--- src/rtl/gray2bin_pkg.sv ---
// Shared constants and types for the Gray-to-binary round-robin arbiter.
// Imported by the conversion core and the arbiter top.
package gray2bin_pkg;

    localparam int DEF_WIDTH   = 8;
    localparam int DEF_NUM_REQ = 4;
    localparam int DEF_CNT_W   = 16;

    // Saturation value of the default-width transfer counter
    localparam logic [DEF_CNT_W-1:0] DEF_CNT_MAX = '1;

    // Output register occupancy
    typedef enum logic {
        EMPTY = 1'b0,
        FULL  = 1'b1
    } out_state_e;

    // Width of a requester index
    function automatic int id_width(input int num_req);
        return (num_req > 1) ? $clog2(num_req) : 1;
    endfunction

endpackage

--- src/rtl/gray_to_binary_core.sv ---
// Combinational Gray-to-binary chain.
// The MSB passes through; each lower bit XORs with the bit above it.
module gray_to_binary_core #(
    parameter int WIDTH = 8
) (
    input  logic [WIDTH-1:0] gray_i,
    output logic [WIDTH-1:0] bin_o
);

    logic [WIDTH-1:0] b;

    // Ripple the XOR prefix from MSB down to LSB
    always_comb begin
        b = '0;
        b[WIDTH-1] = gray_i[WIDTH-1];
        for (int k = WIDTH - 2; k >= 0; k--) begin
            b[k] = b[k+1] ^ gray_i[k];
        end
    end

    assign bin_o = b;

endmodule

--- src/rtl/gray2bin_rr_arbiter.sv ---
// Round-robin share of one Gray-to-binary converter among NUM_REQ sources.
// Registered output stage with valid/ready backpressure and source tag.
module gray2bin_rr_arbiter
    import gray2bin_pkg::*;
#(
    parameter int WIDTH   = DEF_WIDTH,
    parameter int NUM_REQ = DEF_NUM_REQ,
    parameter int CNT_W   = DEF_CNT_W,
    localparam int ID_W   = id_width(NUM_REQ)
) (
    input  logic                     clk,
    input  logic                     rst,
    input  logic [NUM_REQ-1:0]       req_valid,
    input  logic [NUM_REQ*WIDTH-1:0] req_gray,
    output logic [NUM_REQ-1:0]       req_ready,
    output logic                     out_valid,
    input  logic                     out_ready,
    output logic [WIDTH-1:0]         out_bin,
    output logic [ID_W-1:0]          out_id,
    output logic [CNT_W-1:0]         conv_count
);

    localparam logic [CNT_W-1:0] CNT_MAX = '1;
    localparam logic [ID_W-1:0]  LAST_ID = ID_W'(NUM_REQ - 1);

    out_state_e       state_q, state_d;
    logic [ID_W-1:0]  rr_ptr_q, rr_ptr_d;
    logic [WIDTH-1:0] out_bin_q, out_bin_d;
    logic [ID_W-1:0]  out_id_q, out_id_d;
    logic [CNT_W-1:0] conv_count_q, conv_count_d;

    logic             found;
    logic [ID_W-1:0]  grant_id;
    logic             can_accept;
    logic             accept;
    logic             drain;
    logic [WIDTH-1:0] win_gray;
    logic [WIDTH-1:0] win_bin;

    assign out_valid  = (state_q == FULL);
    assign can_accept = !out_valid || out_ready;
    assign drain      = out_valid && out_ready;

    // Pick the first valid requester at or after the pointer
    always_comb begin
        found    = 1'b0;
        grant_id = '0;
        for (int k = 0; k < NUM_REQ; k++) begin
            if (!found && req_valid[(int'(rr_ptr_q) + k) % NUM_REQ]) begin
                found    = 1'b1;
                grant_id = ID_W'((int'(rr_ptr_q) + k) % NUM_REQ);
            end
        end
    end

    // One-hot accept strobe, suppressed in reset and under backpressure
    always_comb begin
        req_ready = '0;
        if (found && can_accept && !rst) begin
            req_ready[grant_id] = 1'b1;
        end
    end

    assign accept   = |req_ready;
    assign win_gray = req_gray[int'(grant_id)*WIDTH +: WIDTH];

    gray_to_binary_core #(
        .WIDTH (WIDTH)
    ) u_core (
        .gray_i (win_gray),
        .bin_o  (win_bin)
    );

    // Next-state for output stage, pointer and transfer counter
    always_comb begin
        state_d      = state_q;
        rr_ptr_d     = rr_ptr_q;
        out_bin_d    = out_bin_q;
        out_id_d     = out_id_q;
        conv_count_d = conv_count_q;
        if (accept) begin
            state_d   = FULL;
            out_bin_d = win_bin;
            out_id_d  = grant_id;
            rr_ptr_d  = (grant_id == LAST_ID) ? '0 : grant_id + 1'b1;
        end else if (drain) begin
            state_d = EMPTY;
        end
        if (drain && conv_count_q != CNT_MAX) begin
            conv_count_d = conv_count_q + 1'b1;
        end
    end

    // State registers with synchronous reset
    always_ff @(posedge clk) begin
        if (rst) begin
            state_q      <= EMPTY;
            rr_ptr_q     <= '0;
            out_bin_q    <= '0;
            out_id_q     <= '0;
            conv_count_q <= '0;
        end else begin
            state_q      <= state_d;
            rr_ptr_q     <= rr_ptr_d;
            out_bin_q    <= out_bin_d;
            out_id_q     <= out_id_d;
            conv_count_q <= conv_count_d;
        end
    end

    assign out_bin    = out_bin_q;
    assign out_id     = out_id_q;
    assign conv_count = conv_count_q;

endmodule

--- config.mk ---
export PLATFORM = sky130hd
export DESIGN_NAME = gray2bin_rr_arbiter
export DESIGN_NICKNAME = d
export VERILOG_FILES = /design/src/rtl/gray2bin_pkg.sv /design/src/rtl/gray_to_binary_core.sv /design/src/rtl/gray2bin_rr_arbiter.sv
export SDC_FILE = /design/constraint.sdc
export NUM_CORES = 1
export LEC_CHECK = 0
export ABC_AREA = 1
export BUFFER_PORTS_ARGS = -buffer_cell sky130_fd_sc_hd__buf_2
export CAP_MARGIN = 20
export CELL_PAD_IN_SITES_DETAIL_PLACEMENT = 1
export CELL_PAD_IN_SITES_GLOBAL_PLACEMENT = 1
export CORE_UTILIZATION = 38
export DETAILED_ROUTE_END_ITERATION = 7
export GPL_ROUTABILITY_DRIVEN = 0
export HOLD_SLACK_MARGIN = 0.12
export PLACE_DENSITY_LB_ADDON = 0.1
export SLEW_MARGIN = 15
export SYNTH_ARGS = -nofsm -noshare
export SYNTH_HDL_FRONTEND = slang
export SYNTH_SLANG_ARGS = --single-unit
--- constraint.sdc ---
create_clock -name clk -period 4 [get_ports clk]
set_clock_uncertainty 0.15 [all_clocks]
set_input_delay 0.6 -clock clk [delete_from_list [all_inputs] [get_ports clk]]
set_output_delay 0.6 -clock clk [all_outputs]
set_load 0.1 [all_outputs]
# Word level (Yosys, flattened, before mapping)

Index checks and enable logic that the tools add are counted.
Widths: inputs -> output; s select.

Input bits: 39
Bits in registers: 29

Order comparisons: 6
$add $sub $neg: 5
Bitwise gates (word level): 10
Mux-type cells: 25
Reductions and logical operators: 19
Equality and inequality tests: 2
Shifts and indexed selects: 1

Operator list:

| kind                  | count |
|---|---|
| $shiftx 32x6->8       | 1 |
| $add 16x1->16 const B | 1 |
| $ne 16x16->1 const B  | 1 |
| $mux 1                | 14 |
| $lt 3x4->1 const B    | 3 |
| $mux 2                | 5 |
| $bmux 1 s2            | 4 |
| $logic_and 1x1->1     | 8 |
| $xor 1x1->1           | 7 |
| $lt 2x3->1 const B    | 2 |
| $reduce_or 2->1       | 3 |
| $logic_not 1->1       | 5 |
| $add 2x1->2 const B   | 2 |
| $add 2x2->2 const B   | 2 |
| $mux 4                | 1 |
| $reduce_or 4->1       | 1 |
| $and 1x1->1 const A   | 3 |
| $demux 1 s2           | 1 |
| $eq 2x2->1 const B    | 1 |
| $ge 2x1->1 const B    | 1 |
| $reduce_bool 2->1     | 1 |
| $logic_or 1x1->1      | 1 |

# Longest topological paths before layout

Gate-level depths: netlist (run 1).

Word-level depth: 22
Gate-level depth with buffers: 24
Mapped depth without buffers: 24

# Cells and area by module

Synthesis (run 1) repeated with hierarchy kept, for this count alone.

Cells, all modules: 358
Area, all modules: 2306.0 um^2

By module, submodules not included:

| module              | cells an instance | times used | area an instance (um^2) |
|---|---|---|---|
| gray2bin_rr_arbiter | 319               | 1          | 2078.2 |
| gray_to_binary_core | 39                | 1          | 227.7 |

# Worst setup path after synthesis (run 1)

No wires, ideal clock.

Path type: input to register
Start point: input port req_valid[2]
End point: register rr_ptr_q[0]
Arrival time: 3801 ps
Path buffers: 3
Cell stages on the path: 19
Setup slack: -21 ps
Setup time: 70 ps
Cells stage by stage: inv_1 nand2_1 nand3_2 nand2_2 nor2_8 nand3_4 nand3_4 buf_12 buf_4 ha_1 inv_1 nor2_1 nor2_1 nand2_1 buf_2 inv_1 nor2_1 nand2_1 a21oi_1

Cells in the longest elaborated chain, start to end: 18

RTL lines:

| item                                                           | line                       | RTL |
|---|---|---|
| start, declared                                                | gray2bin_rr_arbiter.sv:13  | `input logic [NUM_REQ-1:0] req_valid,` |
| $bmux 1 s2                                                     | gray2bin_rr_arbiter.sv:49  | `if (!found && req_valid[(int'(rr_ptr_q) + k) % NUM_REQ]) begin` |
| $mux 1 (not written as such)                                   | gray2bin_rr_arbiter.sv:49  |  |
| $mux 1                                                         | gray2bin_rr_arbiter.sv:49  |  |
| $logic_not 1->1                                                | gray2bin_rr_arbiter.sv:49  |  |
| $logic_and 1x1->1                                              | gray2bin_rr_arbiter.sv:49  |  |
| $mux 1                                                         | gray2bin_rr_arbiter.sv:49  |  |
| $logic_not 1->1                                                | gray2bin_rr_arbiter.sv:49  |  |
| $logic_and 1x1->1                                              | gray2bin_rr_arbiter.sv:49  |  |
| [... 3 more ...]                                               | n/a                        |  |
| $mux 2                                                         | gray2bin_rr_arbiter.sv:49  |  |
| $lt 2x3->1 (not written as such) or $ge 2x1->1 (tied branches) | gray2bin_rr_arbiter.sv:60  | `req_ready[grant_id] = 1'b1;` |
| $logic_and 1x1->1 (not written as such)                        | gray2bin_rr_arbiter.sv:60  |  |
| $mux 1 (not written as such)                                   | gray2bin_rr_arbiter.sv:60  |  |
| $demux 1 s2                                                    | gray2bin_rr_arbiter.sv:60  |  |
| $mux 4 (*)                                                     | gray2bin_rr_arbiter.sv:59  | `if (found && can_accept && !rst) begin` |
| via req_ready[2]                                               | gray2bin_rr_arbiter.sv:15  | `output logic [NUM_REQ-1:0] req_ready,` |
| $reduce_or 4->1 (*)                                            | gray2bin_rr_arbiter.sv:64  | `assign accept = \|req_ready;` |
| end signal, assigned                                           | gray2bin_rr_arbiter.sv:104 | `rr_ptr_q <= rr_ptr_d;` |
| end, declared                                                  | gray2bin_rr_arbiter.sv:27  | `logic [ID_W-1:0] rr_ptr_q, rr_ptr_d;` |

The timed path passes the listed nets; every way through them passes the cells marked *. The select of a mux whose other input is x is not followed.
A chain may end at the register's enable or synchronous reset.

# Final worst setup path (run 1)

Start point: register rr_ptr_q[0]
End point: output port req_ready[1]

Cells in the longest elaborated chain, start to end: 17

RTL lines:

| item                                                            | line |
|---|---|
| $add 2x1->2 or $bmux 1 s2 (tied branches)                       | gray2bin_rr_arbiter.sv:49, gray2bin_rr_arbiter.sv:51 |
| $bmux 1 s2 or $mux 1 (tied branches)                            | gray2bin_rr_arbiter.sv:49 |
| $mux 1 (not written as such)                                    | gray2bin_rr_arbiter.sv:49 |
| $mux 1 (not written as such) or $logic_not 1->1 (tied branches) | gray2bin_rr_arbiter.sv:49 |
| $logic_and 1x1->1                                               | gray2bin_rr_arbiter.sv:49 |
| $mux 1                                                          | gray2bin_rr_arbiter.sv:49 |
| $logic_not 1->1                                                 | gray2bin_rr_arbiter.sv:49 |
| $logic_and 1x1->1                                               | gray2bin_rr_arbiter.sv:49 |
| $mux 1                                                          | gray2bin_rr_arbiter.sv:49 |
| $logic_not 1->1                                                 | gray2bin_rr_arbiter.sv:49 |
| $logic_and 1x1->1                                               | gray2bin_rr_arbiter.sv:49 |
| $mux 2                                                          | gray2bin_rr_arbiter.sv:49 |
| $lt 2x3->1 (not written as such) or $ge 2x1->1 (tied branches)  | gray2bin_rr_arbiter.sv:60 |
| $logic_and 1x1->1 (not written as such)                         | gray2bin_rr_arbiter.sv:60 |
| $mux 1 (not written as such)                                    | gray2bin_rr_arbiter.sv:60 |
| $demux 1 s2                                                     | gray2bin_rr_arbiter.sv:60 |
| $mux 4 (*)                                                      | gray2bin_rr_arbiter.sv:59 |
| end, declared                                                   | gray2bin_rr_arbiter.sv:15 |

Mark *: on every way between the ends. The rest lies on a longest branch, timed or not. The select of a mux whose other input is x is not followed.

==> results of run 1 <==
logic make-up (layout without fill, tap and decap cells):
kind of cell	Yosys count	count (layout)	synth area share, %
compound gates	47	47	12.14
xor+xnor	1	1	0.3828
fa+ha+maj	5	5	2.734
buf+inv	69	137	13.40
flops	29	29	25.37
simple gates	203	203	45.98
where the power goes:
part	internal [mW]	switching, mW	total [mW]
Combinational	0.545	1.48	2.03
Sequential	0.342	0.0286	0.370
Clock	0.155	0.113	0.268
Total	1.04	1.63	2.67
through the flow:
stage / instances / power (mW) / area (sq um) / hold WS [ps] / utilization, %
after floorplan: 354 / 2.121 / 2291 / 387.9 / -
after global placement: 486 / 2.352 / 2655 / 329.6 / 47.06
after detailed placement: 486 / 2.417 / 2655 / 332.6 / 47.06
after CTS: 494 / 2.699 / 2756 / 351.5 / 48.86
after global routing: 494 / 2.909 / 2756 / 380.2 / 48.86
final: 494 / 2.668 / 2756 / 347.0 / 48.86
final cells by class:
type                    count  area (sq um)  area share [%]
repair buffers             71         360.3           13.07
clock buffers               7         96.34           3.495
well taps                  72         90.09           3.268
multi-input cells         256          1404           50.93
clock inverters             1         5.005          0.1816
inverters                  58         220.2           7.989
flip-flops and latches     29         580.6           21.06
final timing paths:
| kind | end |
|---|---|
| max | req_ready[1] |
| max reg2reg | out_bin[0] |
| min reg2reg | out_bin[6] |
| min | out_bin[6] |
registers in the layout, summed over array words and instances (netlist names):
signal and flops:
conv_count 16, out_bin 8, out_valid 1, rr_ptr_q 2
out_id 2
cells in the final DEF, fill, tap and decap left out, types with 5 or more instances in the layout:
cell type / instances
o21ai_0: 14
nand3_1: 30
o211ai_1: 9
nand2_2: 14
nand2_1: 94
nand4_1: 8
nor2_1: 22
ha_1: 5
nand3_2: 15
a21oi_1: 16
inv_1: 52
dfxtp_1: 29
inv_2: 5
nor3_1: 5
buf_2: 69
clkbuf_8: 7
worst max-delay path, delay by kind of cell, from the launching register on:
kind	cells	cell delay [ps]
buf+inv	4	970
simple gates	8	940
fa+ha+maj	1	200
flops	1	340
routing by layer:
layer,vias to the layer above,track usage (%)
met3,6,3.886
met4,0,4.909
li1,1277,-
met5,-,0
met2,53,38.97
met1,1145,24.55
==> impl_results.md, run 1 <==
* Outcome: complete, no violations
* Seq/Total Area, Yosys at 25.37%
* Number of global-route vias before repair at 2399
* PD cells at 967.8 nW/um^2
* CP Launch Point: rr_ptr_q[0]
* Syn Nets at 398
* Relative slew margins at 60.51%
* Top cells by area, synth: dfxtp_1 (25%), nand2_1 (15%), inv_1 (8.5%)
* Startpoint type of the worst setup path: flip-flop
* Core area at 5642 sq um
* IO Count at 70
* WP data arrival at 2750 ps
* Share of layout cells above drive strength 1 at 29.62%
* WS Path Type: flip-flop to output port
* GRT Util Overall at 21.00%
* Max Freq at 285.4 MHz
* Leakage power at 1.443 nW
* WL met2 at 3154 um
* Iteration-0 DRC count of the detailed router at 81
* Top_reg_cell synth: dfxtp_1
* CTS Buf Count at 5
* Yosys reg bits at 29
* RR Startpoint: rr_ptr_q[0]
* Crit path time final at 3504 ps
* Synth top area share at 25.37%
* Final ANT Viol Nets at 0
* Period utilization at 87.60%
* Slowest CP cell: buf_2
* CP Capture Type: output port
* Count leader, synth: nand2_1
* Worst setup margin at 496.2 ps
* Synth Instances at 354
* # resized after CTS at 0
* Maximum VDD drop at 0.5225 mV
* Hold path startpoint: out_bin[6]
* Htree depth at 2
* Drt wl/cell at 12.70 um
* Worst Hold Class: flip-flop to flip-flop
* First-pass GRT wire length at 10500 um
* Total Nets Final at 465
* # DRC at 0
* Unrepaired setup endpoints after global routing: false
* Clk pin slew, worst setup/hold paths at 60 ps
* Max Cap Viol at 0
* Area grow syn2layout at 20.45%
* Max incr delay on CP at 440 ps
* Post-CTS Setup Bufs at 0
* Die Wd at 79.60 um
* Clock sink count at 29
* CP required at 3250 ps
* Worst-path fanout max at 23
* Initial antenna violation count at 0
* Pre-CTS WS at 537.4 ps
* Area leader, netlist: dfxtp_1
* Worst Tran Pin Value at 591.7 ps
* # port buffers at 69
* Clock latency on the worst-skew pair at 280 ps
* Root Buffer: clkbuf_8
* Mapped cell area at 2288 sq um
* Synth async-reset ratio at 0%
* Met1 Wirelength at 2821 um
* Worst hold stages at 2
* R2R Setup Slk at 880 ps
* Chip height at 79.60 um
* EDFF count, synth at 0
* Via density at 5.022
* CTS tree: yes
* Most frequent cells after synthesis: nand2_1 (94), inv_1 (52), nand3_1 (30)
* Detailed Routing Iterations Pass 1 at 4
* Highest routed layer: met4
* Setup TNS at 0 ps
* Distinct cells, synth at 38
* Max Slew Vio Count at 0
* Largest net degree at the start of global routing at 24
* Via count at 2481
* YS warnings at 0
* DP HPWL at 5076 um
* Row count at 27
* Worst Reg-to-Reg Cells at 22
* Total Wirelength at 6272 um
* Starting density of the core at 40.56%
* Worst path most repeated cell: nand2_1
* Grt total ovfl at 0
* CTS max path bufs at 2
* CP Cell Sequence: buf_4, nand2_2, nand3_1, nand2_1, nand2_1, nand2_1, nand2_4, nand3_4, inv_2, ha_1, inv_1, nor2_1, buf_2
* Final hold viol count at 0
* Final setup violation count at 0
* DIE AREA at 6336 sq um
* CTS Hold Buffers Added at 0
* Met3 WL post-DR at 246 um
* Number of fill cells at 803
* Antenna diode count at 0
* Syn avg cell area at 6.465 sq um
Note: power is estimated with default switching activity, not from simulation.
==> run 2, diff against run 1 <==
- CORE_UTILIZATION: 38 -> 39
- CTS_BUF_LIST: not set -> sky130_fd_sc_hd__clkbuf_4
==> run 2 against run 1 <==
Effect of this change: via count shrank 0.69%; hold slack worse by 4.1 ps; core utilization is 0.41 points higher; die area shrank 2.5%; cell count grew 0.20%.
==> impl_results.md, run 2 (synthesis gave the netlist of run 1 again) <==
* Outcome: complete, no violations (unchanged)
* Detailed Routing Iterations Pass 1 at 4 (unchanged)
* PD cells at 963.4 nW/um^2 (was 967.8 nW/um^2)
* Max Slew Vio Count at 0 (unchanged)
* Worst-path fanout max at 17 (was 23)
* Core area at 5574 sq um (was 5642 sq um)
* Max incr delay on CP at 450 ps (was 440 ps)
* # port buffers at 69 (unchanged)
* Setup TNS at 0 ps (unchanged)
* Final non-filler cell total at 495 (was 494)
* Final ANT Viol Nets at 0 (unchanged)
* FF+latch area at 580.6 sq um (unchanged)
* # resized after CTS at 0 (unchanged)
* Cell family with most CP delay: buffers and inverters (unchanged)
* Leakage power at 1.435 nW (was 1.443 nW)
* Worst setup margin at 439.7 ps (was 496.2 ps)
* Total Wirelength at 6235 um (was 6272 um)
* Maximum VDD drop at 0.5800 mV (was 0.5225 mV)
* CP Launch Point: rr_ptr_q[0] (unchanged)
* Placed inst area at 2663 sq um (was 2655 sq um)
* Worst Hold Class: flip-flop to flip-flop (unchanged)
* # DRC at 0 (unchanged)
* Largest net degree at the start of global routing at 23 (was 24)
* Number of fill cells at 807 (was 803)
* Period utilization at 89.01% (was 87.60%)
* Worst hold stages at 2 (unchanged)
* CP bufs+invs at 6 (was 4)
* Root Buffer: clkbuf_4 (was clkbuf_8)
* IO Count at 70 (unchanged)
* Number of global-route vias before repair at 2496 (was 2399)
* Fin area at 2746 sq um (was 2756 sq um)
* CTS Hold Buffers Added at 0 (unchanged)
* WS Path Type: flip-flop to output port (unchanged)
* Multi-input logic area at 1404 sq um (unchanged)
* RR Startpoint: rr_ptr_q[0] (unchanged)
* Most common cell after layout, fill and taps aside: nand2_1 (unchanged)
* Chip height at 78.60 um (was 79.60 um)
* Post-CTS Setup Bufs at 0 (unchanged)
* Clock latency on the worst-skew pair at 350 ps (was 280 ps)
* Stages on worst setup path at 13 (unchanged)
* CP required at 3250 ps (about the same)
* Drt wl/cell at 12.60 um (was 12.70 um)
* Pre-CTS WS at 711.0 ps (was 537.4 ps)
* Share of layout cells above drive strength 1 at 29.79% (was 29.62%)
* Final setup violation count at 0 (unchanged)
* Via count at 2464 (was 2481)
* Post-placement cell count at 487 (was 486)
* Antenna diode count at 0 (unchanged)
* WP data arrival at 2810 ps (was 2750 ps)
* Via density at 4.978 (was 5.022)
* Worst hold slack at 342.9 ps (was 347.0 ps)
* Htree depth at 2 (unchanged)
* Most frequent cells in the layout: nand2_1 (94), buf_2 (69), inv_1 (52) (unchanged)
* Max Cap Viol at 0 (unchanged)
* Initial antenna violation count at 0 (unchanged)
* Final hold viol count at 0 (unchanged)
* Relative slew margins at 54.76% (was 60.51%)
* CP Capture Type: output port (unchanged)
* Clock sink count at 29 (unchanged)
* Startpoint type of the worst setup path: flip-flop (unchanged)
* Hold path startpoint: conv_count[7] (was out_bin[6])
* Die Wd at 78.60 um (was 79.60 um)
* Final Power at 2.646 mW (was 2.668 mW)
* DP HPWL at 4986 um (was 5076 um)
* Area grow syn2layout at 20.01% (was 20.45%)
* Max Freq at 280.9 MHz (was 285.4 MHz)
* DIE AREA at 6178 sq um (was 6336 sq um)
* Total Nets Final at 466 (was 465)
* GRT Util Overall at 22.05% (was 21.00%)
* Largest register FFs at 16 (unchanged)
* Starting density of the core at 41.05% (was 40.56%)
* CP Cell Sequence: buf_4, inv_2, nand2_1, nand3_2, nand2_2, inv_2, nand3_2, nand3_4, buf_4, ha_1, inv_1, nor2_1, buf_2 (was buf_4, nand2_2, nand3_1, nand2_1, nand2_1, nand2_1, nand2_4, nand3_4, inv_2, ha_1, inv_1, nor2_1, buf_2)
* CTS tree: yes (unchanged)
* Core Util, Final at 49.27% (was 48.86%)
* CTS Buf Count at 5 (unchanged)
* Unrepaired setup endpoints after global routing: false (unchanged)
* Grt total ovfl at 0 (unchanged)
* First-pass GRT wire length at 10920 um (was 10500 um)
* Iteration-0 DRC count of the detailed router at 54 (was 81)
* Worst Reg-to-Reg Cells at 22 (unchanged)
* Crit path time final at 3560 ps (was 3504 ps)
* Worst Tran Pin Value at 677.9 ps (was 591.7 ps)
* Slowest CP cell: buf_2 (unchanged)
* CTS max path bufs at 2 (unchanged)
* Row count at 27 (unchanged)
* Clk pin slew, worst setup/hold paths at 110 ps (was 60 ps)
-- run 2: changes by cell type in the layout (fill, tap and decap cells not counted) --
cell	change
buf_4	+1
bufinv_16	+1
clkbuf_4	+5
clkbuf_8	-7
clkinv_2	-1
clkinv_4	+1
clkinvlp_4	+1
-- run 2: metal layers --
| layer | routed length (um) | up-vias | global-route usage [%] | share of wire, % |
|---|---|---|---|---|
| met5 | 0 | - | 0 | 0 |
| met4 | 73 | 0 | 3.889 | 1.2 |
| met3 | 243 | 9 | 5.349 | 3.9 |
| met2 | 3138 | 46 | 40.87 | 50 |
| met1 | 2780 | 1129 | 25.55 | 45 |
| li1 | - | 1280 | - | - |
-- run 2: final cells by class --
class / count / share of cell area (%)
multi-input cells: 256 / 51.12
inverters: 58 / 8.018
well taps: 72 / 3.280
repair buffers: 72 / 13.39
clock buffers: 5 / 1.367
flip-flops and latches: 29 / 21.14
clock inverters: 3 / 1.686
-- run 2: worst min-delay path: stages, from the launching register on --
cell and delay (ps):
dfxtp_1 360, inv_1 60, a21oi_1 50
-- run 2: path summary, 6_finish.rpt --
path / slack [ps] / to
worst max-delay path: 440 / req_ready[0]
worst min-delay path: 340 / conv_count[7]
worst max register to register: 920 / out_bin[0]
worst min register to register: 340 / conv_count[7]
-- run 2: where the power goes --
part / internal (mW) / total, mW / switching, mW
Clock: 0.132 / 0.255 / 0.123
Combinational: 0.554 / 2.02 / 1.47
Sequential: 0.341 / 0.371 / 0.0294
Total: 1.03 / 2.65 / 1.62
